<file path="src/rtl/windower_pkg.sv">
// windower_pkg: shared helpers and padding-mode selection for windower_serial.
// Build with WINDOWER_ZERO_PAD_EN defined for "same" padding output.
package windower_pkg;
  function automatic int log2_ser(input int n);
    return (n > 1) ? $clog2(n) : 1;
  endfunction
  function automatic int img_size(input int log2_img);
    return 1 << log2_img;
  endfunction
`ifdef WINDOWER_ZERO_PAD_EN
  localparam bit PAD_EN = 1'b1;
`else
  localparam bit PAD_EN = 1'b0;
`endif
endpackage

</file>
<file path="src/rtl/windower_tap_delay.sv">
// windower_tap_delay: enable-gated shift register with async active-low clear.
module windower_tap_delay #(
  parameter int DEPTH = 4,
  parameter int WIDTH = 16
) (
  input  logic             clk,
  input  logic             rst,
  input  logic             i_en,
  input  logic [WIDTH-1:0] i_d,
  output logic [WIDTH-1:0] o_q
);
  logic [WIDTH-1:0] r_sr [DEPTH];
  always_ff @(posedge clk or negedge rst) begin
    if (!rst) begin
      for (int i = 0; i < DEPTH; i++) r_sr[i] <= '0;
    end else if (i_en) begin
      r_sr[0] <= i_d;
      for (int i = 1; i < DEPTH; i++) r_sr[i] <= r_sr[i-1];
    end
  end
  assign o_q = r_sr[DEPTH-1];
endmodule

</file>
<file path="src/rtl/windower_serial.sv">
// windower_serial: serial sliding-window generator; emits WINDOW_SIZE beat-aligned taps.
// Optional "same" padding mode selected by WINDOWER_ZERO_PAD_EN.
module windower_serial
  import windower_pkg::*;
#(
  parameter int NO_CH_IN      = 16,
  parameter int LOG2_IMG_SIZE = 5,
  parameter int WINDOW_SIZE   = 3,
  parameter int SER_CYC       = 4
) (
  input  logic                clk,
  input  logic                rst,
  input  logic                vld_in,
  input  logic [NO_CH_IN-1:0] data_in,
  output logic                vld_out,
  output logic [NO_CH_IN-1:0] data_out [WINDOW_SIZE-1:0],
  output logic                ser_rst
);
  localparam int LB = log2_ser(SER_CYC);
  localparam logic [LB-1:0] B_LAST = LB'(SER_CYC - 1);
  localparam logic [LOG2_IMG_SIZE-1:0] S_FULL = LOG2_IMG_SIZE'(WINDOW_SIZE - 1);
  logic [LB-1:0]            r_beat;
  logic [LOG2_IMG_SIZE-1:0] r_samp;
  logic [NO_CH_IN-1:0]      w_tap  [WINDOW_SIZE];
  logic [NO_CH_IN-1:0]      w_next [WINDOW_SIZE];
  logic                     w_emit;
  logic                     w_first;
  assign w_tap[0]  = data_in;
  assign w_next[0] = data_in;
  // Each tap is one full sample (SER_CYC beats) behind the previous one.
  for (genvar k = 1; k < WINDOW_SIZE; k++) begin : g_tap
    localparam logic [LOG2_IMG_SIZE-1:0] KK = LOG2_IMG_SIZE'(k);
    windower_tap_delay #(.DEPTH(SER_CYC), .WIDTH(NO_CH_IN)) u_dly (
      .clk  (clk),
      .rst  (rst),
      .i_en (vld_in),
      .i_d  (w_tap[k-1]),
      .o_q  (w_tap[k])
    );
    // Stale taps from the previous image are zeroed while the window refills.
    assign w_next[k] = (PAD_EN && (r_samp < KK)) ? '0 : w_tap[k];
  end
  assign w_emit  = vld_in && (PAD_EN || (r_samp >= S_FULL));
  assign w_first = (r_beat == '0);
  always_ff @(posedge clk or negedge rst) begin
    if (!rst) begin
      r_beat  <= '0;
      r_samp  <= '0;
      vld_out <= 1'b0;
      ser_rst <= 1'b0;
      for (int i = 0; i < WINDOW_SIZE; i++) data_out[i] <= '0;
    end else begin
      vld_out <= w_emit;
      ser_rst <= w_emit && w_first;
      if (vld_in) begin
        r_beat <= (r_beat == B_LAST) ? '0 : r_beat + 1'b1;
        if (r_beat == B_LAST) r_samp <= r_samp + 1'b1;
        for (int i = 0; i < WINDOW_SIZE; i++) data_out[i] <= w_next[i];
      end
    end
  end
endmodule

</file>
<file path="config.mk">
export PLATFORM = sky130hd
export DESIGN_NAME = windower_serial
export DESIGN_NICKNAME = d
export VERILOG_FILES = /design/src/rtl/windower_pkg.sv /design/src/rtl/windower_tap_delay.sv /design/src/rtl/windower_serial.sv
export SDC_FILE = /design/constraint.sdc
export NUM_CORES = 1
export LEC_CHECK = 0
export BUFFER_PORTS_ARGS = -buffer_cell sky130_fd_sc_hd__buf_4
export CORE_MARGIN = 2
export CORE_UTILIZATION = 45
export CTS_CLUSTER_SIZE = 14
export DETAILED_ROUTE_END_ITERATION = 8
export PLACE_DENSITY = 0.73
export SETUP_SLACK_MARGIN = 0.5
export SLEW_MARGIN = 10
export SYNTH_ARGS = -nofsm -noshare
export SYNTH_HDL_FRONTEND = slang
export SYNTH_SLANG_ARGS = --single-unit
</file>
<file path="constraint.sdc">
create_clock -name clk -period 1.45 [get_ports clk]
set_clock_uncertainty 0.1 [all_clocks]
set_input_delay 0.29 -clock clk [delete_from_list [all_inputs] [get_ports clk]]
set_output_delay 0.29 -clock clk [all_outputs]
set_load 0.005 [all_outputs]
</file>
==> metrics.csv, run 1 <==
stage,metric,value,unit
grt,grt total ovfl,0,
power,VDD IR max,857,uV
power,Flop pwr share,41.8,%
clocking,worst skew pair latency,410,ps
logic_synthesis,ys async rst share,100,%
logic_synthesis,Yosys warnings,0,
clocking,CTS sink count,153,
power,Int Pwr,11.6,mW
detailed_routing,met1 WL,5020,um
detailed_routing,DRT iter0 DRCs,145,
detailed_routing,number of remaining DRC errors,0,
layout,Diodes inserted,0,
layout,Area growth syn-to-layout,43.5,%
outcome,run status,"complete, but fails checks",
sta,Final setup viols,0,
sta,FMAX,0.736,GHz
sta,Rel. slew slack,71.8,%
sta,Hold Worst Slack,-307,ps
sta,Slew Limit Fails,0,
detailed_routing,Final ANT Viol Nets,0,
detailed_routing,routed wire length,10500,um
setup_path,Top delay family on crit path,flip-flops,
setup_path,Crit-path slowest cell,dfrtp_1,
clocking,H-tree levels,4,
setup_path,CP cell instances,buf_6,
logic_synthesis,synth top area cells,"dfrtp_1, mux2_2, buf_4, buf_6, ha_1",
floorplan,Die Wd,120,um
sta,Final Hold Fails,36,
clocking,Clock Path Buffers,2,
setup_path,CP endpoint kind,primary output,
floorplan,io pins,69,
detailed_routing,Via-to-Cell Ratio,4.73,
detailed_routing,vias,3220,
logic_synthesis,area share of the leading cell type in the synthesized netlist,63.7,%
setup_path,arrival time worst endpoint,970,ps
setup_path,crit path from,data_out[41]$_DFFE_PN0P_,
floorplan,core region area,0.0131,mm^2
logic_synthesis,syn nets,397,
logic_synthesis,commonest cells in the netlist,"dfrtp_1, mux2_2, buf_4",
grt,largest net degree at the start of global routing,41,
layout,post-route non-filler standard cell count,681,
layout,layout cells sized above 1,66.9,%
logic_synthesis,Compound-Gate Fraction of Synth Area,0.250,%
placement,Placer Congestion,0.676,
sta,min Tclk post-route,1360,ps
detailed_routing,DRT Pass-1 Iters,5,
setup_path,maximum fanout along the worst path,2,
setup_path,CP max stage delay,420,ps
logic_synthesis,Synth Area in XOR/XNOR,0.582,%
power,clock power share,27.9,%
power,sw frac,24.8,%
logic_synthesis,Post-Synth Adder-Cell Area,0.832,%
logic_synthesis,Simple-Gate Fraction of Synth Area,1.08,%
floorplan,Die H,120,um
sta,fin crit share,93.7,%
clocking,CTS Buf Count,17,
logic_synthesis,"Distinct cells, synth",16,
clocking,CTS Root Cell,clkbuf_16,
logic_synthesis,sequential fraction of the synthesis area,63.7,%
detailed_routing,max layer used,met4,
logic_synthesis,Synth Flop Type,dfrtp_1,
grt,initial antenna violation count,0,
grt,vias in the first global route,3349,
placement,DP HPWL,6210,um
worst_hold_path,Hold Path Class,in -> async,
logic_synthesis,number of flops mapped to enable cells by yosys,0,
setup_path,Worst R2R Start,r_samp[2]$_DFFE_PN0P_,
floorplan,Core Rows,42,
outcome,violated checks,hold timing,
grt,global-route wire length before repair,17000,um
setup_path,Startpoint Class,register,
floorplan,Initial Utilization,45.8,%
power,net switching power,3.84,mW
power,leakage,4.25,nW
placement,Placed Instances,585,
detailed_routing,wire length on met2,4890,um
setup_path,Crit Path Category,reg -> out,
clocking,CTS tree,done,
clocking,"Reg clk slew, reported paths",60,ps
power,P per Cell Area,1790,mW/mm^2
logic_synthesis,largest family of logic cells by synthesized area,multiplexers,
sta,Worst Max-Slew Pin Slew,423,ps
logic_synthesis,syn avg cell area,16.1,um^2
logic_synthesis,"area leader, netlist",dfrtp_1,
detailed_routing,met3 routed wirelength,366,um
logic_synthesis,top-count cell post-synth,dfrtp_1,
logic_synthesis,Netlist Area Pre-Place,0.00601,mm^2
sta,Setup TNS,0,ps
power,combinational share of power,30.3,%
setup_path,Buf/Inv on CP,1,
logic_synthesis,synthesis-stage register bit count,153,
sta,unrepaired setup endpoints after global routing,true,
layout,nets,515,
setup_path,critical path required time,1060,ps
flow_run,max_cap viols,0,
logic_synthesis,multiplexer share of the synthesized area,27.0,%
logic_synthesis,post-synthesis cell count,374,
detailed_routing,WL per Instance,15.4,um
floorplan,die area,0.0143,mm^2
placement,IO buf count,68,
grt,gr usage total,15.5,%
final timing paths:
check | cells after the start | slack (ps) | to
setup / recovery | 1 | 90 | data_out[41]
hold / removal | 1 | -310 | data_out[34]$_DFFE_PN0P_
setup reg to reg | 3 | 120 | vld_out$_DFF_PN0_
hold reg to reg | 1 | 390 | r_samp[4]$_DFFE_PN0P_
max in group asynchronous | 2 | 1020 | g_tap[1].u_dly.r_sr[49]$_DFFE_PN0P_
min in group clk | 2 | 0 | g_tap[1].u_dly.r_sr[52]$_DFFE_PN0P_
cell type report:
type	count	area (um^2)
Clock inverter	14	148
Fill cell	896	4510
Sequential cell	153	3830
Clock buffer	18	439
Inverter	4	20.0
Timing Repair Buffer	148	1600
Multi-Input combinational cell	168	2370
Tap cell	176	220
worst register-to-register path: stages, from the launching register on:
cell	delay, ps
dfrtp_1	380
or4_4	550
nor2_4	140
nor2b_1	50
cell families (layout without fill, tap and decap cells):
logic type / Yosys count / after routing
buf+inv: 53 / 184
xor+xnor: 4 / 4
simple gates: 13 / 13
flops: 153 / 153
mux: 144 / 144
compound gates: 3 / 3
fa+ha+maj: 4 / 4
metal layers:
metal / GRT usage [%] / up-vias
met4: 7.50 / 0
li1: - / 1498
met3: 4.18 / 15
met1: 21.9 / 1645
met5: 0 / -
met2: 22.1 / 62
through the flow:
step                cell area [um^2]  utilization (%)  worst slack [ps]  total power, mW
finish                          8630             65.7              91.0             15.5
global route                    8630             65.7              62.6             16.2
CTS                             8360             63.6              70.5             15.0
detailed placement              7160             54.5               114             9.59
global placement                7160             54.5               133             9.44
floorplan                       6750                -               180             8.64
cells in the final DEF (no fill, tap or decap):
master | synthesis | routed
nand4_1 | 2 | 2
buf_12 | 0 | 9
inv_4 | 0 | 2
or4_4 | 0 | 1
xnor2_1 | 4 | 4
nand2_2 | 0 | 3
inv_6 | 0 | 3
clkinv_2 | 0 | 3
buf_6 | 9 | 99
nand2_1 | 5 | 2
nor2_1 | 2 | 1
nor2_4 | 0 | 1
o21ai_2 | 0 | 1
bufinv_16 | 0 | 2
inv_2 | 0 | 2
ha_1 | 4 | 2
nand3_2 | 0 | 1
clkbuf_8 | 0 | 1
dfrtp_1 | 153 | 153
clkinv_4 | 0 | 1
mux2_4 | 0 | 144
o21ai_1 | 0 | 2
nor2b_1 | 1 | 1
buf_4 | 33 | 39
clkbuf_16 | 0 | 17
ha_4 | 0 | 1
clkinvlp_4 | 0 | 5
buf_8 | 0 | 1
and2_4 | 0 | 1
ha_2 | 0 | 1
registers in the layout (all words and copies together), names as in the netlist:
signal / cells
g_tap.u_dly.r_sr: 80
data_out: 32
g_tap.u_dly.o_q: 32
r_samp: 5
r_beat: 2
ser_rst: 1
vld_out: 1
power groups by stage:
stage,combinational (mW),clock (mW),sequential (mW)
after floorplan,2.43,0,6.20
after global placement,3.02,0,6.42
after detailed placement,3.10,0,6.49
after CTS,4.18,4.42,6.40
after global routing,4.99,4.62,6.62
final,4.69,4.32,6.46
timing repair:
item	CTS	global route
pin swaps	4	5
endpoints found under the hold margin	52	50
setup buffers	53	11
gates resized for setup	60	51
setup endpoints to repair	59	137
Power figures use the tool's default switching activity.
==> inputs of run 2 (changes only) <==
- BUFFER_PORTS_ARGS: -buffer_cell sky130_fd_sc_hd__buf_4 -> not set
- DONT_BUFFER_PORTS: not set -> 1
- PLACE_DENSITY: 0.73 -> 0.69
- REMOVE_ABC_BUFFERS: not set -> 1
==> run 2 against run 1 <==
The run still ends with hold timing left. Critical path depth increased by 3. Fmax is 6.3% higher. Sequential cell count unchanged. Non-clock buffer count shrank 124. Worst hold slack got worse by 220 ps. Routed wire length decreased by 23%. Final area fell by 21%. Global-route usage shrank 2.7 points. Clock power rose by 9.5%.
==> metrics.csv, run 2 (synthesized netlist as in run 1, its figures left out) <==
stage,metric,value,unit
outcome,run status,"complete, but fails checks",
outcome,violated checks,hold timing,
layout,layout cells sized above 1,51.8,%
worst_hold_path,Hold Path Class,in -> async,
grt,largest net degree at the start of global routing,154,
setup_path,CP endpoint kind,register,
power,P per Cell Area,1890,mW/mm^2
sta,fin crit share,88.2,%
clocking,H-tree levels,4,
sta,Final setup viols,0,
floorplan,Core Rows,42,
floorplan,core region area,0.0131,mm^2
clocking,CTS tree,done,
grt,vias in the first global route,2954,
detailed_routing,DRT iter0 DRCs,146,
clocking,worst skew pair latency,410,ps
setup_path,r2r setup slk,170,ps
detailed_routing,DRT Pass-1 Iters,2,
layout,Largest register FFs,80,
sta,unrepaired setup endpoints after global routing,true,
placement,IO buf count,0,
flow_run,max_cap viols,0,
setup_path,crit path from,r_beat[1]$_DFFE_PN0P_,
clocking,CTS Buf Count,17,
setup_path,Crit Reg-Reg Endpoint,r_samp[4]$_DFFE_PN0P_,
layout,most frequent cells in the layout,"dfrtp_1, mux2_2, clkbuf_16",
clocking,CTS sink count,153,
placement,Placer Congestion,0.709,
sta,Hold Worst Slack,-530,ps
sta,Rel. slew slack,86.3,%
placement,DP HPWL,4390,um
layout,post-route non-filler standard cell count,556,
placement,Placed Instances,501,
setup_path,Crit Path Category,reg -> reg,
detailed_routing,WL per Instance,14.5,um
floorplan,Initial Utilization,45.8,%
detailed_routing,Final ANT Viol Nets,0,
setup_path,crit path to,r_samp[4]$_DFFE_PN0P_,
floorplan,io pins,69,
clocking,CTS Root Cell,clkbuf_16,
setup_path,Startpoint Class,register,
detailed_routing,Via-to-Cell Ratio,4.89,
power,leakage,2.93,nW
floorplan,die area,0.0143,mm^2
sta,min Tclk post-route,1280,ps
layout,register with the most flip-flops,g_tap.u_dly.r_sr,
detailed_routing,number of remaining DRC errors,0,
grt,initial antenna violation count,0,
grt,global-route wire length before repair,14200,um
floorplan,Die H,120,um
layout,nets,391,
grt,grt total ovfl,0,
setup_path,maximum fanout along the worst path,4,
setup_path,arrival time worst endpoint,1490,ps
layout,Diodes inserted,0,
sta,Final Hold Fails,221,
setup_path,Worst R2R Start,r_beat[1]$_DFFE_PN0P_,
sta,Worst Max-Slew Pin Slew,204,ps
sta,Setup TNS,0,ps
layout,final core occ,51.7,%
sta,Slew Limit Fails,0,
clocking,"Reg clk slew, reported paths",60,ps
clocking,CTS Hold Bufs,16,
floorplan,Die Wd,120,um
setup_path,reg2reg path depth,4,
detailed_routing,vias,2720,
power,VDD IR max,896,uV
layout,Area growth syn-to-layout,12.9,%
layout,"most common cell after layout, fill and taps aside",dfrtp_1,
setup_path,critical path required time,1670,ps
power,total power,12.8,mW
sta,FMAX,0.782,GHz
grt,gr usage total,12.7,%
detailed_routing,routed wire length,8040,um
clocking,Clock Path Buffers,2,
[run 2: layout make-up]
type                    instances  area [um^2]
clock buffers                  19          443
fillers                      1094         6350
flip-flops and latches        153         3830
repair buffers                 24          228
clock inverters                12          199
inverters                       4         17.5
well taps                     176          220
multi-input cells             168         1850
[run 2: worst min-delay path by stage]
stage               start                             endpoint  cells past startpoint
detailed placement    rst    g_tap[2].u_dly.o_q[9]$_DFFE_PN0P_                      0
CTS                   rst             data_out[47]$_DFFE_PN0P_                      0
floorplan             rst             data_out[16]$_DFFE_PN0P_                      0
global placement      rst             data_out[25]$_DFFE_PN0P_                      0
finish                rst  g_tap[2].u_dly.r_sr[41]$_DFFE_PN0P_                      0
global route          rst  g_tap[1].u_dly.r_sr[48]$_DFFE_PN0P_                      0
[run 2: routing by layer]
layer / vias up / global-route usage (%) / routed length (um)
met4: 0 / 6.91 / 210
met1: 1398 / 15.9 / 3490
li1: 1248 / - / -
met2: 61 / 18.9 / 3830
met5: - / 0 / 0
met3: 13 / 5.18 / 507
[run 2: worst max-delay path, cell delays in order (launching register included)]
cell and delay (ps):
dfrtp_1 370, ha_2 190, and2_4 180, nand4_1 120, xnor2_1 220
[run 2: what timing repair did]
item	4_1_cts	5_1_grt
pin swaps	9	8
endpoints found under the setup margin	59	60
hold endpoints to repair	302	302
gates resized for setup	9	15
setup buffers	4	4
[run 2: stage by stage]
stage / instance area (um^2) / setup WS (ps) / hold WS [ps]
2_1_floorplan: 5630 / 180 / -106
3_3_place_gp: 5850 / 146 / -103
3_5_place_dp: 5850 / 129 / -102
4_1_cts: 6710 / 143 / -556
5_1_grt: 6790 / 143 / -556
6_report: 6790 / 171 / -530
[run 2: power by group]
part | switching, mW | total, mW | internal [mW]
combinational | 0.516 | 1.77 | 1.26
clock | 1.65 | 4.73 | 3.08
sequential | 0.782 | 6.33 | 5.55
